===== src/rtl/vjtag_dr_engine.sv =====
// Data-register engine behind the virtual JTAG node (TCK domain).
// Optional VJTAG_DR_AUTOINC_EN: advance the channel after each valid DATA update.
module vjtag_dr_engine #(
    parameter int          IR_W   = 24,
    parameter int          DR_W   = 32,
    parameter int          N_CH   = 4,
    parameter logic [31:0] ID_VAL = 32'h4A50_0001
) (
    input  logic                 clk,
    input  logic                 rst,
    input  logic                 tdi,
    output logic                 tdo,
    input  logic [IR_W-1:0]      ir_in,
    output logic [IR_W-1:0]      ir_out,
    input  logic                 vs_cdr,
    input  logic                 vs_sdr,
    input  logic                 vs_udr,
    input  logic                 vs_uir,
    input  logic [N_CH*DR_W-1:0] cap_data,
    output logic [DR_W-1:0]      upd_data,
    output logic [7:0]           upd_ch,
    output logic                 upd_valid
);

    localparam int CNT_W = $clog2(DR_W + 2);
    localparam logic [DR_W-1:0]  ID_WORD  = DR_W'(ID_VAL);
    localparam logic [CNT_W-1:0] CNT_FULL = CNT_W'(DR_W);
    localparam logic [CNT_W-1:0] CNT_MAX  = CNT_W'(DR_W + 1);
    localparam logic [7:0]       CH_LAST  = 8'(N_CH - 1);

    typedef enum logic [1:0] {
        M_BYP  = 2'b00,
        M_DATA = 2'b01,
        M_ID   = 2'b10
    } mode_t;

    typedef enum logic [1:0] {
        S_IDLE,
        S_CAP,
        S_SHIFT,
        S_UPD
    } state_t;

    state_t           state;
    mode_t            mode;
    logic [7:0]       chan;
    logic [CNT_W-1:0] cnt;
    logic [DR_W-1:0]  shift_reg;
    logic             err_short;
    logic             err_long;
    logic [DR_W-1:0]  cap_word;
    logic [IR_W-1:0]  status;
    logic             in_scan;
    logic             unused_ir;

    assign tdo       = shift_reg[0];
    assign in_scan   = (state == S_CAP) || (state == S_SHIFT);
    assign unused_ir = ^ir_in;

    always_comb begin
        cap_word = '0;
        for (int k = 0; k < N_CH; k++) begin
            if (chan == 8'(k)) cap_word = cap_data[k*DR_W +: DR_W];
        end
    end

    always_comb begin
        status       = '0;
        status[15:8] = chan;
        status[2]    = (mode == M_DATA);
        status[1]    = err_long;
        status[0]    = err_short;
    end

    always_ff @(posedge clk) begin
        if (rst) begin
            state     <= S_IDLE;
            mode      <= M_BYP;
            chan      <= '0;
            cnt       <= '0;
            shift_reg <= '0;
            err_short <= 1'b0;
            err_long  <= 1'b0;
            upd_data  <= '0;
            upd_ch    <= '0;
            upd_valid <= 1'b0;
            ir_out    <= '0;
        end else begin
            upd_valid <= 1'b0;
            ir_out    <= status;
            // capture has priority over a simultaneous (illegal) shift
            if (vs_cdr) begin
                state <= S_CAP;
                cnt   <= '0;
                case (mode)
                    M_DATA:  shift_reg <= cap_word;
                    M_ID:    shift_reg <= ID_WORD;
                    default: shift_reg <= '0;
                endcase
            end else if (vs_sdr && in_scan) begin
                state <= S_SHIFT;
                if (mode == M_BYP) shift_reg[0] <= tdi;
                else shift_reg <= {tdi, shift_reg[DR_W-1:1]};
                if (cnt != CNT_MAX) cnt <= cnt + 1'b1;
            end else if (vs_udr && in_scan) begin
                state <= S_UPD;
                if (mode == M_DATA) begin
                    if (cnt == CNT_FULL) begin
                        upd_data  <= shift_reg;
                        upd_ch    <= chan;
                        upd_valid <= 1'b1;
`ifdef VJTAG_DR_AUTOINC_EN
                        chan <= (chan == CH_LAST) ? 8'd0 : chan + 8'd1;
`endif
                    end else if (cnt < CNT_FULL) begin
                        err_short <= 1'b1;
                    end else begin
                        err_long <= 1'b1;
                    end
                end
            end else if (state == S_UPD) begin
                state <= S_IDLE;
            end
            // IR writes land last so they override a same-cycle auto-increment
            if (vs_uir) begin
                case (ir_in[7:0])
                    8'h01: begin
                        if (int'(ir_in[15:8]) < N_CH) begin
                            mode <= M_DATA;
                            chan <= ir_in[15:8];
                        end else begin
                            mode <= M_BYP;
                        end
                    end
                    8'h02: mode <= M_ID;
                    8'h03: begin
                        err_short <= 1'b0;
                        err_long  <= 1'b0;
                        mode      <= M_BYP;
                    end
                    default: mode <= M_BYP;
                endcase
            end
        end
    end

`ifndef VJTAG_DR_AUTOINC_EN
    logic unused_last;
    assign unused_last = ^CH_LAST;
`endif

endmodule


===== config.mk =====
export PLATFORM = sky130hd
export DESIGN_NAME = vjtag_dr_engine
export DESIGN_NICKNAME = d
export VERILOG_FILES = /design/src/rtl/vjtag_dr_engine.sv
export SDC_FILE = /design/constraint.sdc
export NUM_CORES = 1
export LEC_CHECK = 0
export CORE_MARGIN = 2
export CORE_UTILIZATION = 42
export CTS_BUF_LIST = sky130_fd_sc_hd__clkbuf_8 sky130_fd_sc_hd__clkbuf_16
export DETAILED_ROUTE_END_ITERATION = 16
export PLACE_DENSITY = 0.91
export SETUP_SLACK_MARGIN = 0.5
export SKIP_CTS_REPAIR_TIMING = 1
export SLEW_MARGIN = 20
export SYNTH_ARGS = -nofsm -noshare
export SYNTH_HDL_FRONTEND = slang
export SYNTH_SLANG_ARGS = --single-unit
export TNS_END_PERCENT = 30

===== constraint.sdc =====
create_clock -name clk -period 2.75 [get_ports clk]
set_clock_uncertainty 0.15 [all_clocks]
set_input_delay 0.55 -clock clk [delete_from_list [all_inputs] [get_ports clk]]
set_output_delay 0.55 -clock clk [all_outputs]
set_load 0.01 [all_outputs]

==> results by group <==
Routing
  • Routed Antenna Nets: 0
  • WL/cell: 17.62 µm
  • # DRC: 0
  • DR pass1 iterations: 5
  • Via count: 5248
  • Vias per inst: 5.472
  • Routed WL: 16890 µm
  • Iter 0 DRT Violations: 358

Critical path
  • Worst-path fanout max: 7
  • Reg2reg path depth: 7
  • Levels on crit path: 7
  • Worst Path Buf+Inv: 2
  • WP data arrival: 2.30 ns
  • Worst Path Required: 2.81 ns
  • Worst path max stage delay: 0.62 ns
  • Startpoint types: register
  • Crit-path cells: inv_2, ha_1, or4b_4, or4b_4, clkbuf_16, nand2_1, a21oi_1
  • CP delay by family, top: simple AND/OR/NAND/NOR gates
  • Critical-path top delay cell: or4b_4
  • Kind of critical path: reg -> reg
  • Crit path top cell by count: or4b_4
  • Critical Path End Type: register

Clocking
  • Clock root buffer: clkbuf_16
  • Clock tree buffer depth: 2
  • H-tree depth: 3
  • Clk_lat worst skew: 0.34 ns
  • Sink Count: 104
  • Clock transition at path regs: 0.07 ns
  • TritonCTS clock tree: built
  • CTS Buf Count: 9

Yosys
  • EDFF count, synth: 0
  • Synth area leaders: dfxtp_1 (41%), a21oi_1 (9.6%), mux2_2 (7.0%)
  • Top FF cell, synth: dfxtp_1
  • Mapped Avg Cell Area: 8.227 µm²
  • Sequential share of the synthesized area: 41.49%
  • Synth area leader: dfxtp_1
  • Cell area after synthesis: 5019 µm²
  • Yosys cell types: 39
  • Synth Register Bits: 104
  • Synth warnings: 0
  • Synth Instances: 610
  • Ys async rst share: 0%
  • Area share of the largest cell type after synthesis: 41.49%

Cells and area
  • Area occupied by registers: 2088 µm²
  • Multi-input logic area: 2630 µm²
  • Commonest non-fill, non-tap cell in the layout: clkdlybuf4s50_1
  • Area delta synth->final: 53.65%
  • Fillers: 916
  • Post-layout util: 66.96%
  • Layout cells sized above 1: 12.88%
  • Commonest non-fill, non-tap cells in the layout: clkdlybuf4s50_1 (200), dfxtp_1 (101), a21oi_1 (93)
  • Net count, final: 976

Power and ir drop
  • Cell Pwr Density: 430.4 nW/µm²
  • Pwr Total: 3.319 mW
  • Worst VDD drop: 0.0003414 V
  • Pleak: 2.853 nW

Timing
  • Fmax: 446.5 MHz
  • Period utilisation layout: 81.44%
  • Final Slew Violations: 0
  • Clock period minus worst slack: 2.240 ns
  • Unrepaired setup endpoints after global routing: yes
  • Setup TNS: 0 ns
  • Final setup violating endpoints: 0
  • Final Hold Fails: 0
  • Slew margin rel.: 52.76%
  • Worst Max-Slew Pin Slew: 0.7076 ns

Floorplan
  • Starting Density: 43.58%
  • Chip Height: 113.3 µm
  • Top-Level Pins: 225
  • Die area: 12840 µm²
  • Die width: 113.3 µm
  • # rows: 39
  • Core area: 11520 µm²

Placed design
  • Dpl hpwl: 11780 µm
  • GP Congestion: 0.8642
  • PortBufs: 203

Job
  • Max-Cap Viols: 0

Worst hold path
  • Worst Hold Depth: 2
  • Hold/Removal Path Class: reg -> reg

Status
  • Outcome: complete, no violations

GRT
  • Largest net degree at the start of global routing: 42
  • Initial antenna violation count: 1
  • GRT overflow: 0
  • First-pass GRT wire length: 24770 µm
  • Vias in the first global route: 4913
  • GR Util All Layers: 24.03%
==> routing by layer <==
| layer | GRT usage [%] | share of wire, % |
|---|---|---|
| met5 | 0 | 0 |
| met4 | 8.211 | 2.9 |
| met3 | 6.213 | 8.4 |
| met2 | 42.32 | 50 |
| met1 | 28.37 | 39 |
==> worst paths after layout <==
kind	slack (ns)	start	endpoint
worst max-delay path	0.51	cnt[0]$_SDFFE_PP0P_	upd_data[19]$_SDFFE_PP0P_
worst min-delay path	0.30	upd_data[6]$_SDFFE_PP0P_	upd_data[6]$_SDFFE_PP0P_
worst max register to register	0.51	cnt[0]$_SDFFE_PP0P_	upd_data[19]$_SDFFE_PP0P_
worst min register to register	0.30	upd_data[6]$_SDFFE_PP0P_	upd_data[6]$_SDFFE_PP0P_
==> where the power goes <==
group | total, mW | internal (mW) | leakage [nW] | switching (mW)
sequential | 1.56 | 1.53 | 0.846 | 0.0243
clock | 1.34 | 0.732 | 0.156 | 0.610
combinational | 0.420 | 0.266 | 1.85 | 0.154
==> metrics by stage <==
| step | hold WS [ns] | cell area (µm²) | setup slack (ns) | instances |
|---|---|---|---|---|
| 2_1_floorplan | 0.2829 | 5070 | 0.5429 | 622 |
| 3_3_place_gp | 0.2902 | 7173 | 0.09828 | 932 |
| 3_5_place_dp | 0.2957 | 7173 | 0.07470 | 932 |
| 4_1_cts | 0.3060 | 7496 | 0.4429 | 948 |
| 5_1_grt | 0.3247 | 7711 | 0.4618 | 959 |
| 6_report | 0.3045 | 7711 | 0.5105 | 959 |
==> cell families after synthesis <==
family / synth area share [%]
multiplexers: 7.155
XOR/XNOR: 0.6980
other: 0.07472
adder cells (fa/ha/maj): 1.745
buffers and inverters: 8.651
AO/OA/AOI/OAI: 25.11
flip-flops: 41.49
AND/OR/NAND/NOR: 15.08
==> worst register-to-register path, cell delays in order (launching register included) <==
cell and delay, ns:
dfxtp_4 0.36, inv_2 0.05, ha_1 0.12, or4b_4 0.46, or4b_4 0.62, clkbuf_16 0.22
nand2_1 0.06, a21oi_1 0.06
==> cell type report <==
| cell class | count | share of cell area, % |
|---|---|---|
| diodes | 1 | 0.03245 |
| clock buffers | 9 | 2.921 |
| clock inverters | 7 | 1.266 |
| inverters | 34 | 1.655 |
| multi-input cells | 426 | 34.11 |
| flip-flops and latches | 104 | 27.08 |
| well taps | 143 | 2.320 |
| repair buffers | 235 | 30.62 |
==> synth_stat cells, types with 4 or more instances <==
master    number
mux2_2        31
buf_4         13
a21oi_1       96
o22ai_1       28
buf_2          8
buf_1          4
and2_1         6
a211o_1       35
xnor2_1        4
o21ai_0       38
nor2b_1       18
clkbuf_1      29
inv_1         34
buf_6          4
nand2_1       87
ha_1           7
a31oi_1        4
nor2_1        15
o221ai_1       4
dfxtp_1      104
nor3_1        10
Power figures use the tool's default switching activity.
